==> src/rtl/mips_pkg.sv <==
// Shared MIPS pipeline definitions: widths, instruction type codes and
// the decode-to-execute bundle.
package mips_pkg;

  localparam int REG_W  = 5;
  localparam int DATA_W = 32;
  localparam int TY_W   = 4;

  localparam logic [TY_W-1:0] TY_NOP  = 4'd0;
  localparam logic [TY_W-1:0] TY_ADD  = 4'd1;
  localparam logic [TY_W-1:0] TY_SUB  = 4'd2;
  localparam logic [TY_W-1:0] TY_AND  = 4'd3;
  localparam logic [TY_W-1:0] TY_OR   = 4'd4;
  localparam logic [TY_W-1:0] TY_SLT  = 4'd5;
  localparam logic [TY_W-1:0] TY_ADDI = 4'd6;
  localparam logic [TY_W-1:0] TY_SW   = 4'd7;

  typedef struct packed {
    logic [DATA_W-1:0] a;
    logic [DATA_W-1:0] b;
    logic [REG_W-1:0]  src_a;
    logic [REG_W-1:0]  src_b;
    logic [REG_W-1:0]  wb_tgt;
    logic [TY_W-1:0]   itype;
    logic [15:0]       sw_off;
  } id_ex_t;

  function automatic logic is_rtype(input logic [TY_W-1:0] t);
    return (t >= TY_ADD) && (t <= TY_SLT);
  endfunction

endpackage

==> src/rtl/reg_file.sv <==
// 32x32 architectural register file: one write port, two combinational
// read ports with same-cycle write bypass; r0 is hardwired to zero.
module reg_file
  import mips_pkg::*;
(
  input  logic              clk,
  input  logic              rst_n,
  input  logic              we,
  input  logic [REG_W-1:0]  waddr,
  input  logic [DATA_W-1:0] wdata,
  input  logic [REG_W-1:0]  raddr_a,
  output logic [DATA_W-1:0] rdata_a,
  input  logic [REG_W-1:0]  raddr_b,
  output logic [DATA_W-1:0] rdata_b
);

  logic [DATA_W-1:0] mem_q [32];
  logic              wr_ok;

  assign wr_ok = we && (waddr != '0);

  always_ff @(posedge clk or negedge rst_n) begin
    if (!rst_n) begin
      for (int i = 0; i < 32; i++) mem_q[i] <= '0;
    end else if (wr_ok) begin
      mem_q[waddr] <= wdata;
    end
  end

  always_comb begin
    rdata_a = mem_q[raddr_a];
    if (raddr_a == '0)
      rdata_a = '0;
    else if (wr_ok && waddr == raddr_a)
      rdata_a = wdata;
  end

  always_comb begin
    rdata_b = mem_q[raddr_b];
    if (raddr_b == '0)
      rdata_b = '0;
    else if (wr_ok && waddr == raddr_b)
      rdata_b = wdata;
  end

endmodule

==> src/rtl/instruction_decode_stage.sv <==
// MIPS decode stage: operand fetch from the register file, immediate
// muxing, pipeline registers toward execute and sticky done flags.
module instruction_decode_stage
  import mips_pkg::*;
(
  input  logic              clk,
  input  logic              reset,
  input  logic              done_in_ID,
  input  logic              done_in_WB,
  input  logic              wb_en,
  input  logic [REG_W-1:0]  wb_addr,
  input  logic [DATA_W-1:0] wb_data,
  input  logic [REG_W-1:0]  rs,
  input  logic [REG_W-1:0]  rt,
  input  logic [REG_W-1:0]  rd,
  input  logic [DATA_W-1:0] imm,
  input  logic              has_rs,
  input  logic              has_rt,
  input  logic              has_rd,
  input  logic              has_imm,
  input  logic [TY_W-1:0]   instr_type_IF,
  output logic [DATA_W-1:0] A,
  output logic [DATA_W-1:0] B,
  output logic [REG_W-1:0]  sourceA,
  output logic [REG_W-1:0]  sourceB,
  output logic [REG_W-1:0]  wb_tgt_ID,
  output logic [TY_W-1:0]   instr_type_ID,
  output logic [15:0]       sw_offset,
  output logic              done_ID,
  output logic              done_WB
);

  logic [REG_W-1:0]  src_a;
  logic [DATA_W-1:0] rdata_a;
  logic [DATA_W-1:0] rdata_b;
  logic              is_r;
  logic              is_addi;
  logic              is_sw;
  id_ex_t            ex_d;
  id_ex_t            ex_q;
  logic              done_id_q;
  logic              done_wb_q;
  logic              unused_fields;

  // Validity of rt/imm is implied by the type code.
  assign unused_fields = has_rt ^ has_imm;

  assign src_a = has_rs ? rs : '0;

  reg_file u_rf (
    .clk     (clk),
    .rst_n   (reset),
    .we      (wb_en),
    .waddr   (wb_addr),
    .wdata   (wb_data),
    .raddr_a (src_a),
    .rdata_a (rdata_a),
    .raddr_b (rt),
    .rdata_b (rdata_b)
  );

  assign is_r    = !done_in_ID && is_rtype(instr_type_IF);
  assign is_addi = !done_in_ID && (instr_type_IF == TY_ADDI);
  assign is_sw   = !done_in_ID && (instr_type_IF == TY_SW);

  always_comb begin
    ex_d = '0;
    unique case (1'b1)
      is_r: begin
        ex_d.a      = rdata_a;
        ex_d.src_a  = src_a;
        ex_d.b      = rdata_b;
        ex_d.src_b  = rt;
        ex_d.wb_tgt = has_rd ? rd : '0;
        ex_d.itype  = instr_type_IF;
      end
      is_addi: begin
        ex_d.a      = rdata_a;
        ex_d.src_a  = src_a;
        ex_d.b      = imm;
        ex_d.wb_tgt = rt;
        ex_d.itype  = TY_ADDI;
      end
      is_sw: begin
        ex_d.a      = rdata_a;
        ex_d.src_a  = src_a;
        ex_d.b      = rdata_b;
        ex_d.src_b  = rt;
        ex_d.itype  = TY_SW;
        ex_d.sw_off = imm[15:0];
      end
      default: ;
    endcase
  end

  always_ff @(posedge clk or negedge reset) begin
    if (!reset) begin
      ex_q      <= '0;
      done_id_q <= 1'b0;
      done_wb_q <= 1'b0;
    end else begin
      ex_q      <= ex_d;
      done_id_q <= done_id_q | done_in_ID;
      done_wb_q <= done_wb_q | done_in_WB;
    end
  end

  assign A             = ex_q.a;
  assign B             = ex_q.b;
  assign sourceA       = ex_q.src_a;
  assign sourceB       = ex_q.src_b;
  assign wb_tgt_ID     = ex_q.wb_tgt;
  assign instr_type_ID = ex_q.itype;
  assign sw_offset     = ex_q.sw_off;
  assign done_ID       = done_id_q;
  assign done_WB       = done_wb_q;

endmodule

==> config.mk <==
export PLATFORM = sky130hd
export DESIGN_NAME = instruction_decode_stage
export DESIGN_NICKNAME = d
export VERILOG_FILES = /design/src/rtl/mips_pkg.sv /design/src/rtl/reg_file.sv /design/src/rtl/instruction_decode_stage.sv
export SDC_FILE = /design/constraint.sdc
export NUM_CORES = 2
export LEC_CHECK = 0
export CAP_MARGIN = 25
export CORE_MARGIN = 2
export CORE_UTILIZATION = 35
export DETAILED_ROUTE_END_ITERATION = 10
export PLACE_DENSITY = 0.52
export SETUP_SLACK_MARGIN = 0.02
export SYNTH_ARGS = -nofsm -noshare
export SYNTH_HDL_FRONTEND = slang
export SYNTH_SLANG_ARGS = --single-unit
==> constraint.sdc <==
create_clock -name clk -period 6.05 [get_ports clk]
set_clock_uncertainty 0.2 [all_clocks]
set_input_delay 1.815 -clock clk [delete_from_list [all_inputs] [get_ports clk]]
set_output_delay 1.815 -clock clk [all_outputs]
set_load 0.02 [all_outputs]
* After elaboration in Yosys (flattened, before gate mapping)
Cells that the tools add are included.
Word-level totals: bits in registers 1125, input port bits 97, logic and storage cells 89
Operators by class: $lt $le $gt $ge 6, equal/unequal tests 4, muxes and demuxes 20, bitwise logic cells 5, reduce and logical (&&, ||, !) cells 13
Operators with widths (count):
- 1024-bit bitwise mux | 1
- 32-bit binary-select mux with 5-bit select | 2
- 32-bit two-way mux | 9
- 32-bit demux with 5-bit select | 1
- 69-bit case mux with 2 select lines | 1
- 6-bit greater-or-equal comparator (second input constant) | 3
- 5-bit NOT with 6-bit output | 3
- 16-bit two-way mux | 1
- 5-bit two-way mux | 3
- 4-bit case mux with 3 select lines | 1
- 5-bit == test | 2
- 5-bit logical NOT | 2
- 5-bit case mux with 2 select lines | 1
- 4-bit by 3-bit == test with 1-bit output (second input constant) | 2
- 1-bit logical AND | 8
- 6-bit by 1-bit less-than comparator with 1-bit output (second input constant) | 1
- 5-bit nonzero test | 1
- 4-bit by 1-bit greater-or-equal comparator with 1-bit output (second input constant) | 1
- 4-bit by 3-bit less-or-equal comparator with 1-bit output (second input constant) | 1
- 1-bit bitwise OR | 2
- 2-bit OR reduction | 1
- 1-bit logical NOT | 1

* Logic depth before layout (Yosys ltp)
depth in word-level cells 8, gate-level depth with buffers 10, mapped depth without buffers 6

* By module
From an unflattened synthesis, not the netlist that was laid out.
Second synthesis, totals: cell total of the unflattened synthesis 4097, area total of the unflattened synthesis 58504.9 sq um
By module, submodules not included:
- reg_file | times used 1, cells an instance 3867, area an instance 55009.0 sq um, seq. area each 25624.6 sq um
- instruction_decode_stage | times used 1, cells an instance 230, area an instance 3495.9 sq um, seq. area each 2527.4 sq um

* Worst setup path before layout
No wires, ideal clock.
path type input -> register, start input port rt[2], end register ex_q, in the netlist B[0], arrival time 3.782 ns, slack 1.941 ns, stages on the path 7, buffers on the path 3, cells stage by stage buf_2 buf_2 buf_1 mux4_2 mux4_2 a222oi_1 nand2_1
RTL lines:
- start: declaration | RTL line instruction_decode_stage.sv:14 | input logic [REG_W-1:0] rt,
- end signal: assignment | RTL line instruction_decode_stage.sv:98 | ex_q <= '0;
- end signal: assignment | RTL line instruction_decode_stage.sv:102 | ex_q <= ex_d;
- end: declaration | RTL line instruction_decode_stage.sv:40 | id_ex_t ex_q;

==> impl_metrics.toml <==
[outcome]
run_status = "finished clean"

[placement]
routabilityCongestion = 0.814
io_buffer_count = 195
place_inst = 6442
hpwl_mm = 129

[pwr]
p_sw_w = 0.00615
p_int_w = 0.0161
max-vdd-ir-drop_mv = 0.323
seqPwrFrac_pct = 44.2
power_frac_comb_pct = 19.0
p_per_area_nw_per_um2 = 325
leakagePower_nw = 29.2
finalPower_w = 0.0223
pwr-share-clk_pct = 36.8
p_sw_share_pct = 27.6

[sta]
slew_headroom_pct = 25.2
setup_violations = 0
rsz0062_at_grt = "no"
worst_slew_pin_slew_ns = 1.12
period_share_pct = 79.6
fin_crit_ns = 4.81
finalHoldViolations = 0
slew_viol_final = 0
hold_ws_ns = 0.198
fmax_mhz = 208
setup_tns_ns = 0

[clock_network]
clkTransAtPathRegs_ns = 0.06
cts_tree = "yes"
post_cts_resize_count = 0
root_buffer = "clkbuf_16"
clock_latency_ns = 0.80
postCtsHoldBufs = 0
cts_sinks = 1125
cts_buffer_depth = 3
postCtsSetupRepairBufs = 0
cts_htree_levels = 4
numCtsBuffers = 133

[synthesis]
synthCells = 4344
syn_avg_cell_area_sq_um = 13.5
synth_xor_area_share_pct = 0.135
synth_cell_type_count = 63
synth_top_family_by_area = "multiplexers"
synth_ff_type = "dfrtp_1"
synth-compound-area-share_pct = 7.68
ys_seq_elements = 1125
synthAdderAreaFrac_pct = 0
synth_nets = 4441
synth_edf_count = 0
synth_async_sr_flop_share_pct = 100
synthMuxAreaShare_pct = 36.5
synth_simple_gate_area_share_pct = 4.18
yosysWarningCount = 0
ys_seq_area_share_pct = 48.0
syn_area_sq_um = 58600

[drt]
drcViolationCount = 0
wl_mm = 215
met1_length_mm = 93.5
initialDrtViolationCount = 4096
route.met3.wl_mm = 14.4
wl_per_cell_microns = 32.1
firstDrtPassIters = 8
vias_per_cell = 6.05
highest_layer = "met5"
wl_met2_mm = 100
ant_nets = 0
num_vias = 40500

[worst_setup_path]
crit_slowest_cell = "clkdlybuf4s50_1"
critical_path_class = "primary input to flip-flop"
critPathMaxStageDelay_ns = 0.67
cpMostUsedCell = "buf_4"
path_delay_family = "compound AO/OA/AOI/OAI gates"
cp-start-kind = "primary input"
cp_cell_sequence = "clkdlybuf4s50_1, or2_1, o41ai_4, nor4_1, buf_4, o311a_2, buf_4, a222oi_1, nand2_1"
required_ns = 6.46
cp.buffers_inverters = 3
crit_fanout = 24
endpoint_kind = "flip-flop"
crit_arrival_ns = 5.22

[floorplan]
die_h_microns = 413
rows = 150
io_pins = 198
die_w_microns = 413
dieArea_sq_um = 171000
core-area_sq_um = 167000
start_util_pct = 35.2

[final_layout]
nNetsFinal = 4472
final_util_pct = 41.1
syn_to_final_growth_pct = 16.8
final_cells = 6687
drive_gt1_share_pct = 42.5

[grt]
antenna_found_initial = 14
grt_pass1_vias = 41200
overflow = 0
grt_pass1_wl_mm = 308
grt_use_total_pct = 25.1
grt_max_degree = 115

[hold_path]
min-delay-path-class = "flip-flop to flip-flop"

[job]
maxCapViolations = 0
==> flip-flops by register name, summed over array words and instances, names as in the netlist <==
signal and cells:
u_rf.mem_q 1024, wb_tgt_ID 5, sourceA 5, instr_type_ID 4, B 32, A 32, sourceB 5, done_ID 1
sw_offset 16, done_WB 1
==> routing by layer <==
| metal | vias to the layer above | GRT usage [%] |
|---|---|---|
| li1 | 16600 | - |
| met1 | 22000 | 34.7 |
| met5 | - | 0 |
| met3 | 345 | 5.02 |
| met2 | 1504 | 39.5 |
| met4 | 8 | 7.87 |
==> worst register-to-register path: cells and delay by family, from the launching register on <==
family | cells | cell delay, ns
multiplexers | 2 | 0.95
AO/OA/AOI/OAI | 1 | 0.57
flip-flops | 1 | 0.40
AND/OR/NAND/NOR | 1 | 0.21
==> path summary, 6_finish.rpt <==
check | startpoint | end | slack (ns) | cells after the start
min in group asynchronous | reset | instr_type_ID[3] | 0.78 | 1
max in group asynchronous | reset | sourceA[0] | 3.60 | 2
worst min register to register | u_rf.mem_q[999] | u_rf.mem_q[999] | 0.20 | 0
worst max-delay path | wb_addr[0] | B[19] | 1.24 | 9
worst min-delay path | u_rf.mem_q[999] | u_rf.mem_q[999] | 0.20 | 0
worst max register to register | u_rf.mem_q[786] | B[18] | 3.55 | 4
==> layout by cell type (no fill, tap or decap), types with 44 or more instances in the layout <==
master / n
a211oi_1: 53
a21oi_1: 72
a31oi_1: 57
buf_12: 55
buf_4: 121
clkbuf_16: 139
clkdlybuf4s50_1: 186
dfrtp_1: 1125
mux2_2: 1060
mux2i_1: 110
mux4_2: 366
nand2_1: 284
nor2_1: 60
nor2b_1: 44
o21ai_0: 122
o221ai_1: 50
o22ai_1: 63
==> logic make-up after synthesis <==
kind of cell / count (synthesis)
buf+inv: 495
compound gates: 630
other cells: 1
flops: 1125
simple gates: 539
mux: 1545
xor+xnor: 9
==> synth_stat cells (all sizes together), types with 6 or more instances <==
cell type	count	area share [%]
and3	12	0.13
o221a	6	0.12
a311oi	6	0.090
clkbuf	305	2.0
nor3b	10	0.13
o22a	16	0.24
a211oi	53	0.68
o221ai	50	0.75
o211a	20	0.34
nor2b	46	0.49
o31ai	6	0.077
a2bb2oi	31	0.46
buf	188	1.5
nor2	73	0.47
a22oi	16	0.20
nor3	6	0.051
a31oi	57	0.61
nand2	304	1.9
a21oi	73	0.62
o22ai	63	0.67
a222oi	32	0.55
and2	32	0.34
o211ai	7	0.090
a221oi	22	0.33
mux4	366	14
or2	6	0.064
mux2i	110	1.9
a221o	18	0.31
xnor2	6	0.090
o2bb2ai	6	0.090
mux2	1069	21
o21ai	123	1.1
nand3	15	0.13
dfrtp	1125	48
nand2b	14	0.15
==> area by class of cell <==
cell class,count,area [sq um]
Fill cell,15500,98200
Multi-Input combinational cell,2724,28700
Sequential cell,1125,28200
Timing Repair Buffer,389,4460
Clock buffer,196,3930
Tap cell,2204,2760
Clock inverter,42,454
Antenna cell,5,12.5
Inverter,2,7.51
==> through the flow <==
step	setup WS, ns	cell area, sq um
after floorplan	1.94	58600
after global placement	0.644	63500
after detailed placement	0.590	64000
after CTS	1.42	68400
after global routing	1.25	68400
final	1.24	68400
==> power groups by stage <==
stage / logic [W] / registers, W / clock network (W)
global placement: 0.00412 / 0.00989 / 0
global route: 0.00453 / 0.0100 / 0.00865
CTS: 0.00424 / 0.00981 / 0.00834
floorplan: 0.00305 / 0.00963 / 0
finish: 0.00423 / 0.00985 / 0.00819
detailed placement: 0.00423 / 0.00994 / 0
(Power assumes the default switching activity.)
